### src/rtl/alu_pkg.sv
// Shared definitions for the ALU sequencer: op codes, FSM states and the
// state-only strobe decode used to build the registered control outputs.
package alu_pkg;

  localparam int WIDTH_DEF = 8;
  localparam int CNT_W_DEF = 3;

  typedef enum logic [1:0] {
    OP_ADD = 2'b00,
    OP_SUB = 2'b01,
    OP_MUL = 2'b10,
    OP_DIV = 2'b11
  } op_e;

  typedef enum logic [3:0] {
    IDLE     = 4'd0,
    LOAD     = 4'd1,
    ARITH    = 4'd2,
    MUL_EVAL = 4'd3,
    MUL_SHR  = 4'd4,
    DIV_SHL  = 4'd5,
    DIV_OP   = 4'd6,
    DIV_SETQ = 4'd7,
    DIV_CORR = 4'd8,
    DONE     = 4'd9
  } state_e;

  typedef struct packed {
    logic ld_m;
    logic ld_q;
    logic ld_a;
    logic clr_a;
    logic alu_add;
    logic alu_sub;
    logic shr;
    logic shl;
    logic q0_wr;
    logic busy;
    logic done;
  } strb_t;

  // Strobes that depend on the state (and latched op) alone; data-dependent
  // add/sub decisions are layered on top in the controller.
  function automatic strb_t decode_state(input state_e st, input op_e op);
    strb_t s;
    s = '0;
    case (st)
      IDLE: begin
        s.busy = 1'b0;
      end
      LOAD: begin
        s.busy = 1'b1;
        s.ld_m = 1'b1;
        if ((op == OP_ADD) || (op == OP_SUB)) begin
          s.ld_a = 1'b1;
        end else begin
          s.ld_q  = 1'b1;
          s.clr_a = 1'b1;
        end
      end
      ARITH: begin
        s.busy = 1'b1;
        if (op == OP_ADD) begin
          s.alu_add = 1'b1;
        end else begin
          s.alu_sub = 1'b1;
        end
      end
      MUL_SHR: begin
        s.busy = 1'b1;
        s.shr  = 1'b1;
      end
      DIV_SHL: begin
        s.busy = 1'b1;
        s.shl  = 1'b1;
      end
      DIV_SETQ: begin
        s.busy  = 1'b1;
        s.q0_wr = 1'b1;
      end
      DONE: begin
        s.busy = 1'b1;
        s.done = 1'b1;
      end
      default: begin
        s.busy = 1'b1;
      end
    endcase
    return s;
  endfunction

endpackage

### src/rtl/iter_counter.sv
// Iteration counter for the multiply/divide loops; saturates at WIDTH-1.
module iter_counter
  import alu_pkg::*;
#(
  parameter int WIDTH = WIDTH_DEF,
  parameter int CNT_W = CNT_W_DEF
) (
  input  logic clk_i,
  input  logic rst_b_i,
  input  logic clr_i,
  input  logic inc_i,
  output logic last_o
);

  logic [CNT_W-1:0] cnt_q;
  logic [CNT_W-1:0] cnt_d;

  assign last_o = (cnt_q == CNT_W'(WIDTH - 1));

  // Next count: clear wins, increment stops at the last iteration.
  always_comb begin
    cnt_d = cnt_q;
    if (clr_i) begin
      cnt_d = '0;
    end else if (inc_i && !last_o) begin
      cnt_d = cnt_q + CNT_W'(1);
    end else begin
      cnt_d = cnt_q;
    end
  end

  // Count register.
  always_ff @(posedge clk_i or negedge rst_b_i) begin
    if (!rst_b_i) begin
      cnt_q <= '0;
    end else begin
      cnt_q <= cnt_d;
    end
  end

endmodule

### src/rtl/alu_seq_ctrl.sv
// Sequencer for the A/Q/M ALU datapath: add, sub, Booth multiply and
// non-restoring divide, driven through a start/busy/done handshake.
module alu_seq_ctrl
  import alu_pkg::*;
#(
  parameter int WIDTH = WIDTH_DEF,
  parameter int CNT_W = CNT_W_DEF
) (
  input  logic       clk,
  input  logic       rst_b,
  input  logic       start,
  input  logic [1:0] op,
  input  logic       div_zero,
  input  logic       q0,
  input  logic       q_m1,
  input  logic       a_msb,
  output logic       ld_m,
  output logic       ld_q,
  output logic       ld_a,
  output logic       clr_a,
  output logic       alu_add,
  output logic       alu_sub,
  output logic       shr,
  output logic       shl,
  output logic       q0_wr,
  output logic       q0_val,
  output logic       busy,
  output logic       done,
  output logic       err
);

  state_e state_q, state_d;
  op_e    op_q, op_d;
  logic   err_q, err_d;
  strb_t  strb_q;
  logic   cnt_clr_s, cnt_inc_s, cnt_last_s;
  logic   mealy_add_s, mealy_sub_s;

  iter_counter #(
    .WIDTH (WIDTH),
    .CNT_W (CNT_W)
  ) u_iter_counter (
    .clk_i   (clk),
    .rst_b_i (rst_b),
    .clr_i   (cnt_clr_s),
    .inc_i   (cnt_inc_s),
    .last_o  (cnt_last_s)
  );

  // Next-state, op latch, error flag and counter control.
  always_comb begin
    state_d   = state_q;
    op_d      = op_q;
    err_d     = err_q;
    cnt_clr_s = 1'b0;
    cnt_inc_s = 1'b0;
    case (state_q)
      IDLE: begin
        if (start) begin
          op_d = op_e'(op);
          if ((op_e'(op) == OP_DIV) && div_zero) begin
            state_d = DONE;
            err_d   = 1'b1;
          end else begin
            state_d = LOAD;
            err_d   = 1'b0;
          end
        end else begin
          state_d = IDLE;
        end
      end
      LOAD: begin
        cnt_clr_s = 1'b1;
        case (op_q)
          OP_ADD, OP_SUB: state_d = ARITH;
          OP_MUL:         state_d = MUL_EVAL;
          default:        state_d = DIV_SHL;
        endcase
      end
      ARITH:    state_d = DONE;
      MUL_EVAL: state_d = MUL_SHR;
      MUL_SHR: begin
        if (cnt_last_s) begin
          state_d = DONE;
        end else begin
          cnt_inc_s = 1'b1;
          state_d   = MUL_EVAL;
        end
      end
      DIV_SHL: state_d = DIV_OP;
      DIV_OP:  state_d = DIV_SETQ;
      DIV_SETQ: begin
        if (cnt_last_s) begin
          state_d = DIV_CORR;
        end else begin
          cnt_inc_s = 1'b1;
          state_d   = DIV_SHL;
        end
      end
      DIV_CORR: state_d = DONE;
      DONE:     state_d = IDLE;
      default:  state_d = IDLE;
    endcase
  end

  // Data-dependent add/sub: Booth pair in MUL_EVAL, sign of A in divide.
  always_comb begin
    mealy_add_s = 1'b0;
    mealy_sub_s = 1'b0;
    case (state_q)
      MUL_EVAL: begin
        mealy_add_s = ~q0 & q_m1;
        mealy_sub_s = q0 & ~q_m1;
      end
      DIV_OP: begin
        mealy_add_s = a_msb;
        mealy_sub_s = ~a_msb;
      end
      DIV_CORR: begin
        mealy_add_s = a_msb;
      end
      default: begin
        mealy_add_s = 1'b0;
        mealy_sub_s = 1'b0;
      end
    endcase
  end

  // State, latched op, error flag and state-decoded strobes registered together.
  always_ff @(posedge clk or negedge rst_b) begin
    if (!rst_b) begin
      state_q <= IDLE;
      op_q    <= OP_ADD;
      err_q   <= 1'b0;
      strb_q  <= '0;
    end else begin
      state_q <= state_d;
      op_q    <= op_d;
      err_q   <= err_d;
      strb_q  <= decode_state(state_d, op_d);
    end
  end

  assign ld_m    = strb_q.ld_m;
  assign ld_q    = strb_q.ld_q;
  assign ld_a    = strb_q.ld_a;
  assign clr_a   = strb_q.clr_a;
  assign alu_add = strb_q.alu_add | mealy_add_s;
  assign alu_sub = strb_q.alu_sub | mealy_sub_s;
  assign shr     = strb_q.shr;
  assign shl     = strb_q.shl;
  assign q0_wr   = strb_q.q0_wr;
  assign q0_val  = strb_q.q0_wr & ~a_msb;
  assign busy    = strb_q.busy;
  assign done    = strb_q.done;
  assign err     = err_q;

endmodule

### config.mk
export PLATFORM = sky130hd
export DESIGN_NAME = alu_seq_ctrl
export DESIGN_NICKNAME = d
export VERILOG_FILES = /design/src/rtl/alu_pkg.sv /design/src/rtl/iter_counter.sv /design/src/rtl/alu_seq_ctrl.sv
export SDC_FILE = /design/constraint.sdc
export NUM_CORES = 1
export LEC_CHECK = 0
export CAP_MARGIN = 30
export CORE_ASPECT_RATIO = 0.75
export CORE_MARGIN = 1.5
export CORE_UTILIZATION = 54
export DETAILED_ROUTE_END_ITERATION = 16
export MAX_ROUTING_LAYER = met4
export PLACE_DENSITY_LB_ADDON = 0.1
export SLEW_MARGIN = 25
export SYNTH_ARGS = -nofsm -noshare
export SYNTH_HDL_FRONTEND = slang
export SYNTH_SLANG_ARGS = --single-unit
### constraint.sdc
create_clock -name clk -period 2.5 [get_ports clk]
set_input_delay 0.5 -clock clk [delete_from_list [all_inputs] [get_ports clk]]
set_output_delay 0.5 -clock clk [all_outputs]
set_load 0.01 [all_outputs]
# --- Word-level counts from Yosys, hierarchy flattened ---
# Cells that the tools add are included.
# Widths: inputs -> output; s select.
totals:
  regBits: 21
  out_inout_bits: 13
  wordCells: 84
  romBits: 0
  input_bits: 9
  latchBits: 0
  memories: 0
  ram_bits: 0
op_classes:
  div_mod_pow: 0
  n_mux: 27
  magnitude_cmp: 0
  n_reduce_logical: 14
  n_mul: 0
  n_addsub: 1
  n_shift: 0
  eq_ne: 19
  bitwise: 8
ops:
  columns: ["operator", "n"]
  rows:
  - ["$pmux 4 s8", 1]
  - ["$eq 4x3->1 const B", 7]
  - ["$mux 4", 5]
  - ["$mux 1", 13]
  - ["$eq 4x2->1 const B", 3]
  - ["$eq 4x1->1 const B", 2]
  - ["$eq 4x4->1 const B", 2]
  - ["$logic_not 4->1", 2]
  - ["$reduce_or 2->1", 4]
  - ["$mux 2", 3]
  - ["$mux 3", 2]
  - ["$pmux 3 s2", 1]
  - ["$eq 2x1->1 const B", 2]
  - ["$eq 2x2->1 const B", 2]
  - ["$logic_not 2->1", 2]
  - ["$pmux 1 s2", 2]
  - ["$add 3x1->3 const B", 1]
  - ["$and 1x1->1", 3]
  - ["$eq 3x3->1 const B", 1]
  - ["$not 1->1", 3]
  - ["$logic_and 1x1->1", 2]
  - ["$or 1x1->1", 2]
  - ["$reduce_and 2->1", 1]
  - ["$reduce_bool 2->1", 1]
  - ["2 further kinds", 2]

# --- Longest topological paths before layout ---
depth:
  word_depth: 7
  mapped_depth: 7
  depth_no_buf: 7

# --- Hierarchy ---
# A second synthesis with hierarchy kept.
hier_totals:
  hier_cells: 98
  hier_area_um2: 1028.5
by_module_without_submodules:
  columns: ["module", "n_inst", "area_each_um2", "cells_each"]
  rows:
  - ["alu_seq_ctrl", 1, 844.6, 83]
  - ["iter_counter", 1, 183.9, 15]

# --- Worst setup path before layout ---
# OpenSTA, ideal clock, no wires.
synth_path:
  kind: "reg2out"
  start: "reg state_q[2]"
  end: "out alu_add"
  path_buffers: 1
  path_stages_with_launch: 6
  t_arrival_ps: 1277
  required_ps: 2000
  path_slack_ps: 723
  cell_sequence: "dfrtp_1 -> buf_6 -> nor2b_1 -> a21oi_1 -> nor3b_1 -> a311o_1"
synth_between:
  elab_chain_cells: 4
  word_cells_on_any_way: 6
  classes_between: "eq/ne (3); mux (1); bitwise (1); reduce/logical (1)"
synth_lines:
  columns: ["item", "line_no", "rtl"]
  rows:
  - ["from (decl)", "alu_seq_ctrl.sv:32", "state_e state_q, state_d;"]
  - ["from (signal assigned)", "alu_seq_ctrl.sv:137", "state_q <= state_d;"]
  - ["$eq 4x4->1 or $eq 4x3->1 (tied branches)", "alu_seq_ctrl.sv:110", "case (state_q)"]
  - ["$reduce_or 2->1 (no source line)", null, null]
  - ["$pmux 1 s2 (*)", "alu_seq_ctrl.sv:110", null]
  - ["$or 1x1->1 (*)", "alu_seq_ctrl.sv:148", "assign alu_add = strb_q.alu_add | mealy_add_s;"]
  - ["to (decl)", "alu_seq_ctrl.sv:21", "output logic alu_add,"]
# Every way passes the cells marked *; elsewhere a longest branch is shown, timed or not.

# --- Worst setup path in the final report ---
layout_path:
  start: "reg state_q[3]"
  end: "out alu_sub"
layout_between:
  elab_chain_cells: 3
  word_cells_on_any_way: 4
  classes_between: "eq/ne (2); mux (1); bitwise (1)"
layout_lines:
  columns: ["item", "line_no", "rtl"]
  rows:
  - ["$eq 4x3->1 or $eq 4x2->1 (tied branches)", "alu_seq_ctrl.sv:110", null]
  - ["$pmux 1 s2 (*)", "alu_seq_ctrl.sv:110", null]
  - ["$or 1x1->1 (*)", "alu_seq_ctrl.sv:149", "assign alu_sub = strb_q.alu_sub | mealy_sub_s;"]
  - ["to (decl)", "alu_seq_ctrl.sv:22", "output logic alu_sub,"]
# Marks and branches as above.

==> run_results.csv <==
group,metric,value,unit
routing,route.vias.total,818,
final_layout,fillers,159,
timing,finalHoldViolCount,0,
timing,max_slew_margin,0.654,
final_layout,num_antenna_cells,0,
placed_design,dp.cells,140,
critical_path,worst_r2r_path_depth,6,
floorplan,initial_core_util,0.572,
global_route,grt_max_degree,21,
job,drv_cap,0,
critical_path,worstSetupPathDepth,3,
routing,route.detailed.drc,0,
final_layout,fin_cells,144,
placed_design,hpwl,1730,um
timing,setup_viol,0,
final_layout,area_delta_synth_final,24.1,%
floorplan,die_w,56.3,um
yosys,ys_warn_count,0,
min_path,hold_start,"err",
yosys,ys.flop_type,"dfrtp_1",
critical_path,slowest_stage,"clkdlybuf4s50_1",
min_path,min_path_cells,1,
yosys,synth-seq-cells,20,
min_path,holdCritPathClass,"flip-flop to flip-flop",
floorplan,die-height,43.0,um
routing,dr.pass1.iters,4,
clocking,cts_made_buffers,3,
yosys,synth_cell_types,44,
critical_path,cp_cell_sequence,"nand2b_1 -> o31ai_1 -> clkdlybuf4s50_1",
clocking,h-tree-depth,1,
clocking,clk_latency,0.30,ns
floorplan,core_area,0.00201,mm2
global_route,first_global_vias,857,
yosys,netlist.area_leader.share,0.434,
yosys,seq_area_frac_synth,0.434,
timing,setup_tns,0,ns
clocking,cts_hold_buf,0,
clocking,clockBufferDepth,2,
critical_path,path_buf_inv,1,
yosys,synth_enable_flop_cells,0,
critical_path,cp-startpoint,"state_q[3]",
timing,period_needed,2.33,ns
floorplan,die_area,0.00242,mm2
critical_path,startpoint_type,"flip-flop",
routing,via_per_inst,5.68,
clocking,cts.sinks,20,
global_route,track_usage,0.236,
final_layout,drive_above_1_share,0.283,
critical_path,slowest_delay,0.57,ns
timing,fmax,0.429,GHz
floorplan,rows,14,
placed_design,numPortBuffers,21,
outcome,status,"finished, final reports clean",
yosys,syn-cell-area,0.00115,mm2
floorplan,io_pins,22,
global_route,grt_pass1_wl,4150,um
routing,final_antenna_net_count,0,
power_and_ir_drop,irDropWorstVdd,0.807,mV
routing,wl,2300,um
final_layout,final_cell_mix,"dfrtp_1 (20), clkdlybuf4s50_1 (20), nor2_1 (7)",
routing,drt_iter0_markers,10,
yosys,synth_nets,108,
clocking,cts_setup_buffers,0,
clocking,cts_root_buf,"clkbuf_4",
critical_path,crit_path_end_kind,"primary output",
critical_path,crit_family,"buffers and inverters",
power_and_ir_drop,power_density,1200,mW/mm2
yosys,ys_top_cells_by_area,"dfrtp_1 (43%), buf_6 (3.9%), nor4b_2 (3.9%)",
yosys,async_flop_share,1.00,
clocking,clk_transition_reported_paths,0.11,ns
timing,fin_skew,0.00225,ns
critical_path,crit_fanout,5,
timing,grt_setup_unrepaired,"false",
power_and_ir_drop,leakage,0.627,nW
yosys,yosys.area.top_type,"dfrtp_1",
global_route,gr-total-overflow,0,
final_layout,layout.nets,133,
timing,slew_violations,0,
timing,fin_hold_ws,0.520,ns
timing,worstMarginPinSlew,0.512,ns
global_route,antenna_found_initial,0,
yosys,syn_avg_cell_area,12.0,um2
critical_path,worstPathRequired,2.00,ns
critical_path,rr_startpoint,"u_iter_counter.cnt_q[0]",
critical_path,cp.arrival,1.83,ns
placed_design,place_congestion,0.871,
critical_path,path_class,"flip-flop to primary output",
yosys,netlist_instances,96,
clocking,tritoncts,"done",
routing,routedWlPerCell,15.9,um
timing,fin_crit_sh,0.932,
path summary, 6_finish.rpt:
kind | endpoint | slack [ns]
worst max-delay path | alu_sub | 0.17
worst min-delay path | err | 0.52
worst max register to register | shl | 0.58
worst min register to register | err | 0.52
max in group asynchronous | strb_q[6] | 1.75
min in group asynchronous | shr | 0.53
cell usage after synthesis (2+ instances only):
cell      number
nor2_1         7
nor2b_1        2
nor3b_1        2
dfrtp_1       20
nor4_1         2
nand2b_1       4
a21oi_1        3
buf_6          4
mux2i_1        2
nor4b_2        3
inv_2          2
inv_1          3
ha_1           3
nand2_1        3
buf_4          2
mux2_2         2
or3_1          2
nor3_1         2
xnor2_1        3
layer usage:
metal	GRT usage	wire, um	vias to the layer above
met5	-	0	-
met4	0.0714	13	0
met3	0.0793	110	2
met2	0.365	1110	20
met1	0.297	1060	402
li1	-	-	394
state kept, by name, summed over array words and instances (netlist names), 2 cells and up:
register              flops
strb_q                    2
state_q                   4
u_iter_counter.cnt_q      3
op_q                      2
layout make-up:
| cell class | count | area, um2 | share of cell area |
|---|---|---|---|
| well taps | 24 | 30.0 | 0.0210 |
| flip-flops and latches | 20 | 500 | 0.350 |
| inverters | 5 | 18.8 | 0.0131 |
| repair buffers | 26 | 250 | 0.175 |
| clock buffers | 4 | 36.3 | 0.0254 |
| multi-input cells | 65 | 594 | 0.416 |
per-stage QoR:
step,instance area (um2),worst slack [ns],utilization,total power [W]
2_1_floorplan,1150,0.723,-,0.00128
3_3_place_gp,1370,0.130,0.680,0.00149
3_5_place_dp,1370,0.126,0.680,0.00152
4_1_cts,1410,0.0342,0.699,0.00171
5_1_grt,1430,0.0454,0.710,0.00184
6_report,1430,0.169,0.710,0.00172
kinds of logic after synthesis:
logic type      Yosys count  synth area share
flops                    20             0.434
mux                       6            0.0597
simple gates             40             0.268
fa+ha+maj                 3            0.0326
compound gates           13             0.114
buf+inv                  11            0.0684
xor+xnor                  3            0.0228
what timing repair did:
action | CTS | global route
gates cloned | 0 | 0
gates resized for setup | 1 | 5
pin swaps | 0 | 0
endpoints found under the setup margin | 1 | 2
where the power goes:
group / switching, W / internal, W
sequential: 0.0000814 / 0.000436
clock: 0.000101 / 0.0000889
combinational: 0.000529 / 0.000479
Power figures use the tool's default switching activity.
